<file path="config.mk">
export PLATFORM = sky130hd
export DESIGN_NAME = multicycle_control_fsm
export DESIGN_NICKNAME = d
export VERILOG_FILES = /design/src/rtl/multicycle_control_fsm.sv
export SDC_FILE = /design/constraint.sdc
export NUM_CORES = 1
export LEC_CHECK = 0
export CORE_AREA = 2 2 69 71
export DETAILED_ROUTE_END_ITERATION = 8
export DIE_AREA = 0 0 71 73
export PLACE_DENSITY = 0.79
export SLEW_MARGIN = 25
export SYNTH_ARGS = -nofsm -noshare
export SYNTH_HDL_FRONTEND = slang
export SYNTH_SLANG_ARGS = --single-unit
</file>
<file path="constraint.sdc">
create_clock -name clk -period 2.1 [get_ports clk]
set_input_delay 0.63 -clock clk [delete_from_list [all_inputs] [get_ports clk]]
set_output_delay 0.63 -clock clk [all_outputs]
set_load 0.02 [all_outputs]
</file>
<file path="src/rtl/multicycle_control_fsm.sv">
`default_nettype none
// ============================================================================
// Module   : multicycle_control_fsm
// Purpose  : Moore control sequencer for a shared-memory multicycle RV32
//            datapath (fetch / decode / execute / memory / writeback).
//            Handles R-type, LW, SW and BEQ; any other opcode traps, or is
//            dropped back to FETCH when TRAP_ON_ILLEGAL = 0. Memory states
//            stretch on mem_ready, and completed instructions are counted.
// Ports    : clk, rst_n (async, active-low)
//            opcode[6:0]  - IR[6:0], valid from DECODE until the next FETCH
//            mem_ready    - memory finishes the current access this cycle
//            halt_clr     - releases TRAP
//            pc_write, pc_write_cond, pc_source, ir_write, i_or_d,
//            mem_read, mem_write, alu_src_a, alu_src_b[1:0], alu_op[1:0],
//            mem_to_reg, reg_write - datapath controls
//            state_o[3:0] - current state (debug)
//            trap         - high while in TRAP
//            instr_retired[RETIRE_W-1:0] - wrapping retired-instruction count
// Revision : 1.0 - initial release
// ============================================================================
module multicycle_control_fsm #(
  parameter int RETIRE_W        = 32,
  parameter bit TRAP_ON_ILLEGAL = 1'b1
) (
  input  logic                clk,
  input  logic                rst_n,
  input  logic [6:0]          opcode,
  input  logic                mem_ready,
  input  logic                halt_clr,
  output logic                pc_write,
  output logic                pc_write_cond,
  output logic                pc_source,
  output logic                ir_write,
  output logic                i_or_d,
  output logic                mem_read,
  output logic                mem_write,
  output logic                alu_src_a,
  output logic [1:0]          alu_src_b,
  output logic [1:0]          alu_op,
  output logic                mem_to_reg,
  output logic                reg_write,
  output logic [3:0]          state_o,
  output logic                trap,
  output logic [RETIRE_W-1:0] instr_retired
);

  localparam logic [6:0] c_OP_R  = 7'b0110011;
  localparam logic [6:0] c_OP_LW = 7'b0000011;
  localparam logic [6:0] c_OP_SW = 7'b0100011;
  localparam logic [6:0] c_OP_BR = 7'b1100011;

  typedef enum logic [3:0] {
    FETCH     = 4'd0,
    DECODE    = 4'd1,
    MEM_ADDR  = 4'd2,
    MEM_READ  = 4'd3,
    MEM_WB    = 4'd4,
    MEM_WRITE = 4'd5,
    EXECUTE   = 4'd6,
    R_WB      = 4'd7,
    BRANCH    = 4'd8,
    TRAP      = 4'd9
  } state_t;

  state_t              r_state;
  logic [RETIRE_W-1:0] r_retired;
  logic                w_retire;

  // An instruction retires on the edge that leaves its final state.
  always_comb begin
    w_retire = 1'b0;
    case (r_state)
      MEM_WB, R_WB, BRANCH: w_retire = 1'b1;
      MEM_WRITE:            w_retire = mem_ready;
      default:              w_retire = 1'b0;
    endcase
  end

  always_ff @(posedge clk or negedge rst_n) begin
    if (!rst_n) begin
      r_state   <= FETCH;
      r_retired <= '0;
    end else begin
      if (w_retire) begin
        r_retired <= r_retired + 1'b1;
      end
      case (r_state)
        FETCH: begin
          if (mem_ready) r_state <= DECODE;
        end
        DECODE: begin
          case (opcode)
            c_OP_LW, c_OP_SW: r_state <= MEM_ADDR;
            c_OP_R:           r_state <= EXECUTE;
            c_OP_BR:          r_state <= BRANCH;
            default:          r_state <= TRAP_ON_ILLEGAL ? TRAP : FETCH;
          endcase
        end
        // Only LW/SW reach MEM_ADDR, and opcode is held, so SW vs not-SW suffices.
        MEM_ADDR:  r_state <= (opcode == c_OP_SW) ? MEM_WRITE : MEM_READ;
        MEM_READ: begin
          if (mem_ready) r_state <= MEM_WB;
        end
        MEM_WB:    r_state <= FETCH;
        MEM_WRITE: begin
          if (mem_ready) r_state <= FETCH;
        end
        EXECUTE:   r_state <= R_WB;
        R_WB:      r_state <= FETCH;
        BRANCH:    r_state <= FETCH;
        TRAP: begin
          if (halt_clr) r_state <= FETCH;
        end
        default:   r_state <= FETCH;
      endcase
    end
  end

  // Moore decode; FETCH additionally gates the IR/PC loads with mem_ready so
  // they fire only on the cycle the instruction word actually arrives.
  always_comb begin
    pc_write      = 1'b0;
    pc_write_cond = 1'b0;
    pc_source     = 1'b0;
    ir_write      = 1'b0;
    i_or_d        = 1'b0;
    mem_read      = 1'b0;
    mem_write     = 1'b0;
    alu_src_a     = 1'b0;
    alu_src_b     = 2'b00;
    alu_op        = 2'b00;
    mem_to_reg    = 1'b0;
    reg_write     = 1'b0;
    trap          = 1'b0;
    case (r_state)
      FETCH: begin
        mem_read  = 1'b1;
        alu_src_b = 2'b01;
        ir_write  = mem_ready;
        pc_write  = mem_ready;
      end
      DECODE: begin
        alu_src_b = 2'b10;
      end
      MEM_ADDR: begin
        alu_src_a = 1'b1;
        alu_src_b = 2'b10;
      end
      MEM_READ: begin
        mem_read = 1'b1;
        i_or_d   = 1'b1;
      end
      MEM_WB: begin
        reg_write  = 1'b1;
        mem_to_reg = 1'b1;
      end
      MEM_WRITE: begin
        mem_write = 1'b1;
        i_or_d    = 1'b1;
      end
      EXECUTE: begin
        alu_src_a = 1'b1;
        alu_op    = 2'b10;
      end
      R_WB: begin
        reg_write = 1'b1;
      end
      BRANCH: begin
        alu_src_a     = 1'b1;
        alu_op        = 2'b01;
        pc_write_cond = 1'b1;
        pc_source     = 1'b1;
      end
      TRAP: begin
        trap = 1'b1;
      end
      default: begin
        trap = 1'b0;
      end
    endcase
  end

  assign state_o       = r_state;
  assign instr_retired = r_retired;

endmodule
`default_nettype wire
</file>
==> results of run 1 <==
what timing repair did:
action / in CTS / in global routing
cloned: 0 / 0
endpoints found under the setup margin: 21 / 24
pin swaps: 0 / 3
buffers inserted: 3 / 3
resized for setup: 69 / 23
where the power goes:
part | internal (W) | total, W | switching (W)
Clock | 0.000225 | 0.000453 | 0.000228
Combinational | 0.000613 | 0.00119 | 0.000575
Sequential | 0.000766 | 0.000901 | 0.000134
worst max-delay path, cell delays in order (launching register included):
cell,delay (ns)
dfrtp_2,0.46
buf_6,0.14
nor4b_4,0.34
buf_4,0.20
sequential cells by signal, summed over array words and instances, names as in the netlist:
register / count
instr_retired: 32
state_o: 4
through the flow:
| stage | utilization [%] | total power, W | setup TNS, ns | area [sq um] | worst slack (ns) |
|---|---|---|---|---|---|
| floorplan | - | 0.00148 | -0.344 | 2080 | -0.147 |
| global placement | 64.6 | 0.00206 | -5.77 | 2930 | -0.367 |
| global route | 67.7 | 0.00270 | -0.131 | 3070 | -0.0346 |
| finish | 67.7 | 0.00254 | 0 | 3070 | 0.0360 |
| CTS | 65.8 | 0.00248 | -0.104 | 2980 | -0.0939 |
| detailed placement | 64.6 | 0.00207 | -7.24 | 2930 | -0.400 |
path summary, 6_finish.rpt:
check | slack [ns] | endpoint | start | depth (start not counted)
worst min-delay path | 0.48 | instr_retired[31]$_DFFE_PN0P_ | instr_retired[31]$_DFFE_PN0P_ | 1
worst max register to register | 0.11 | instr_retired[29]$_DFFE_PN0P_ | state_o[2]$_DFFE_PN0P_ | 8
worst min register to register | 0.48 | instr_retired[31]$_DFFE_PN0P_ | instr_retired[31]$_DFFE_PN0P_ | 1
worst max-delay path | 0.04 | pc_source | state_o[2]$_DFFE_PN0P_ | 3
max in group asynchronous | 0.99 | state_o[1]$_DFFE_PN0P_ | rst_n | 2
min in group asynchronous | 0.76 | instr_retired[25]$_DFFE_PN0P_ | rst_n | 2
logic make-up after synthesis:
kind of cell | count (synthesis) | synth area share, %
mux | 2 | 1.04
fa+ha+maj | 2 | 1.10
xor+xnor | 32 | 13.8
compound gates | 15 | 6.02
buf+inv | 17 | 3.99
simple gates | 100 | 29.9
flops | 36 | 44.2
area by class of cell:
cell class                 count  area share, %
tap                           54           2.20
clock inverter                 1          0.163
timing repair buffer          96           27.8
inverter                       7          0.856
sequential                    36           29.5
clock buffer                   6           2.36
multi-input combinational    151           37.1
layer usage:
metal  wire length, um  up-vias  track usage (%)
met5                 0        -                0
met4                73        0             7.13
met3               257        9             5.11
met2              2460       57             35.3
met1              2130      886             24.5
li1                  -      891                -
Yosys cell counts (5+ instances only):
cell type	n	area [sq um]
nand2_1	20	75.1
nor3_1	9	45.0
xnor2_1	12	105
clkbuf_1	5	18.8
dfrtp_1	36	901
xor2_1	20	175
inv_1	7	26.3
nand4_1	5	31.3
nor4_2	5	62.6
nand2b_1	5	31.3
nand3_1	8	40.0
nor2_1	18	67.6
==> results_dict.tcl, run 1 <==
set metrics [dict create \
    dpl.hpwl_mm 3.58 \
    synth_cell_types 46 \
    cp-start-kind "flip-flop" \
    timing.final.crit_share_pct 98.3 \
    initial_core_util_pct 44.9 \
    maxSlewHeadroom_pct 70.0 \
    io_buffers 61 \
    rsz0062_at_grt "true" \
    synth-async-reset-ratio_pct 100 \
    post_drt_wl_per_cell_um 14.0 \
    leakage_nw 1.44 \
    vdd_drop_max_mv 0.543 \
    wl_mm 4.93 \
    cts.sinks 36 \
    multi_input_area_sq_mm 0.00114 \
    antenna_cells 0 \
    vias_per_cell 5.25 \
    timing_hold_violations_final 0 \
    drt-initial-drc-count 102 \
    synth_nets 216 \
    ys_seq_elements 36 \
    antenna_left 0 \
    cts_hold_buf 0 \
    track_usage_pct 20.3 \
    worst_pin_slew_ns 0.451 \
    grt_max_degree 37 \
    arrival_ns 1.43 \
    die_area_sq_mm 0.00518 \
    syn_area_sq_mm 0.00204 \
    gp_congestion 0.817 \
    worstSetupPathType "flip-flop to output pin" \
    synth_edf_count 0 \
    final_common_cell "clkdlybuf4s50_1" \
    fillCellCount 372 \
    htree_levels 2 \
    clock.fmax_mhz 484 \
    setup_viol 0 \
    drt_first_pass_iters 4 \
    end_kind "output pin" \
    dp.cells 338 \
    synth-seq-area-share_pct 44.2 \
    drive_gt1_share_pct 30.0 \
    synth.avg_cell_area_sq_um 9.99 \
    placementRows 25 \
    clk_latency_ns 0.28 \
    layout.cells.most_common_list "clkdlybuf4s50_1, buf_4, dfrtp_1" \
    grt_pass1_vias 1863 \
    globalRouteOverflowTotal 0 \
    grt_first_pass_wirelength_mm 8.37 \
    clockBufferDepth 2 \
    drcViolationCount 0 \
    synth_cells 204 \
    areaGrowthSynthToFinish_pct 50.6 \
    drv_cap 0 \
    hp-class "flip-flop to flip-flop" \
    nNetsFinal 309 \
    cts_buffers 5 \
    fp.dieH_um 73 \
    clk_pin_slew_worst_paths_ns 0.07 \
    ys_warn_count 0 \
    required_ns 1.47 \
    cts_root_buffer "clkbuf_8" \
    final_cells 351 \
    antenna_found_initial 0 \
    ioPinCount 62 \
    status "finished clean" \
    p_per_area_mw_per_mm2 828 \
    synth_flop_cell "dfrtp_1" \
    regArea_sq_um 906 \
    cts_tree "done" \
    fin_crit_ns 2.06 \
    die_x_um 71 \
    final_max_slew_viol_count 0 \
    hold_ws_ns 0.478 \
    core-area_sq_mm 0.00454 \
    skew_ns 0.00554 \
    num_vias 1843 \
    crit_path_max_fanout 5 \
]
Note: power is estimated with default switching activity, not from simulation.
==> inputs of run 2 (changes only) <==
--- a/config.mk
+++ b/config.mk
@@ -9,7 +9,9 @@
 export DETAILED_ROUTE_END_ITERATION = 8
 export DIE_AREA = 0 0 71 73
 export PLACE_DENSITY = 0.79
+export RECOVER_POWER = 100
 export SLEW_MARGIN = 25
 export SYNTH_ARGS = -nofsm -noshare
 export SYNTH_HDL_FRONTEND = slang
 export SYNTH_SLANG_ARGS = --single-unit
+export TNS_END_PERCENT = 10
==> results_dict.tcl, run 2 (synthesized netlist as in run 1, its figures left out) <==
set metrics [dict create \
    hold_ws_ns 0.465 \
    vdd_drop_max_mv 0.478 \
    worstSetupPathType "flip-flop to output pin" \
    clk_latency_ns 0.30 \
    num_vias 1863 \
    timing.final.crit_share_pct 100 \
    nNetsFinal 305 \
    drt_first_pass_iters 4 \
    status "finished with violations" \
    globalRouteOverflowTotal 0 \
    post_drt_wl_per_cell_um 13.9 \
    placementRows 25 \
    crit_end "i_or_d" \
    die_x_um 71 \
    die_area_sq_mm 0.00518 \
    skew_ns 0.00798 \
    required_ns 1.47 \
    cts.sinks 36 \
    antenna_cells 0 \
    fin_ws_ns -0.00823 \
    cts_root_buffer "clkbuf_8" \
    drive_gt1_share_pct 30.3 \
    cts_tree "done" \
    dpl.hpwl_mm 3.42 \
    crit_start "state_o[2]$_DFFE_PN0P_" \
    r2r_setup_slack_ns 0.14 \
    gp_congestion 0.861 \
    grt_first_pass_wirelength_mm 7.94 \
    crit_path_max_fanout 8 \
    fp.dieH_um 73 \
    grt_pass1_vias 1767 \
    grt_max_degree 37 \
    place_ws_ns -0.398 \
    drt-initial-drc-count 124 \
    initial_core_util_pct 44.9 \
    vias_per_cell 5.35 \
    wl_mm 4.83 \
    hp-class "flip-flop to flip-flop" \
    layout.cells.most_common_list "clkdlybuf4s50_1, buf_4, dfrtp_1" \
    p_per_area_mw_per_mm2 874 \
    track_usage_pct 19.4 \
    setup_viol 1 \
    reg2reg_to "instr_retired[17]$_DFFE_PN0P_" \
    r2r_start "state_o[0]$_DFFE_PN0P_" \
    cp-start-kind "flip-flop" \
    clockBufferDepth 2 \
    areaGrowthSynthToFinish_pct 50.3 \
    antenna_left 0 \
    antenna_found_initial 0 \
    tns_ns -0.00823 \
    core-area_sq_mm 0.00454 \
    leakage_nw 1.41 \
    fin_crit_ns 2.11 \
    drv_cap 0 \
    timing_hold_violations_final 0 \
    clock.fmax_mhz 474 \
    io_buffers 61 \
    rsz0062_at_grt "true" \
    final_max_slew_viol_count 0 \
    largest_reg_flops 32 \
    arrival_ns 1.48 \
    worst_pin_slew_ns 0.874 \
    violations "setup timing" \
    final_common_cell "clkdlybuf4s50_1" \
    drcViolationCount 0 \
    ioPinCount 62 \
    maxSlewHeadroom_pct 41.7 \
    cts_buffers 5 \
    rr_worst_depth 8 \
    htree_levels 2 \
    clk_pin_slew_worst_paths_ns 0.07 \
    end_kind "output pin" \
    utilization_pct 67.6 \
]
-- run 2: repair_timing --
action,in CTS,in global routing
endpoints found under the hold margin,0,0
setup endpoints to repair,19,21
setup buffers,1,2
pin swaps,0,3
hold buffers,0,0
gates resized for setup,72,20
-- run 2: how the worst min path moves through the flow --
| stage | startpoint | endpoint | slack, ns | cells after the start |
|---|---|---|---|---|
| 2_1_floorplan | rst_n | instr_retired[0]$_DFFE_PN0P_ | 0.33 | 0 |
| 3_3_place_gp | instr_retired[31]$_DFFE_PN0P_ | instr_retired[31]$_DFFE_PN0P_ | 0.46 | 1 |
| 3_5_place_dp | instr_retired[31]$_DFFE_PN0P_ | instr_retired[31]$_DFFE_PN0P_ | 0.46 | 1 |
| 4_1_cts | instr_retired[31]$_DFFE_PN0P_ | instr_retired[31]$_DFFE_PN0P_ | 0.47 | 1 |
| 5_1_grt | instr_retired[31]$_DFFE_PN0P_ | instr_retired[31]$_DFFE_PN0P_ | 0.48 | 1 |
| 6_report | instr_retired[31]$_DFFE_PN0P_ | instr_retired[31]$_DFFE_PN0P_ | 0.46 | 1 |
-- run 2: power by group --
part | total (W) | switching (W) | leakage [nW] | internal [W]
sequential | 0.000899 | 0.000133 | 0.470 | 0.000766
combinational | 0.00118 | 0.000577 | 0.881 | 0.000601
clock | 0.000603 | 0.000251 | 0.0552 | 0.000352
-- run 2: layout make-up --
cell class	instances	area, sq um
flip-flops and latches	36	906
well taps	54	67.6
repair buffers	92	807
multi-input cells	151	1150
clock inverters	2	35.0
fillers	366	1470
inverters	7	26.3
clock buffers	6	72.6
-- run 2: critical path, stage by stage, from the launching register on --
cell     delay, ns
dfrtp_2       0.50
buf_6         0.17
xnor2_1       0.12
nor3b_1       0.20
buf_2         0.20
-- run 2: routing by layer --
metal,up-vias,global-route usage (%),wire (um)
met5,-,0,0
li1,887,-,-
met2,61,33.1,2380
met3,8,6.08,289
met4,0,6.71,87
met1,907,23.2,2070
-- run 2: stage by stage --
| stage | total power (W) | area [sq um] | instances |
|---|---|---|---|
| 4_1_cts | 0.00258 | 2970 | 346 |
| 3_5_place_dp | 0.00205 | 2910 | 337 |
| 6_report | 0.00268 | 3060 | 348 |
| 2_1_floorplan | 0.00148 | 2070 | 204 |
| 5_1_grt | 0.00283 | 3060 | 348 |
| 3_3_place_gp | 0.00204 | 2910 | 337 |
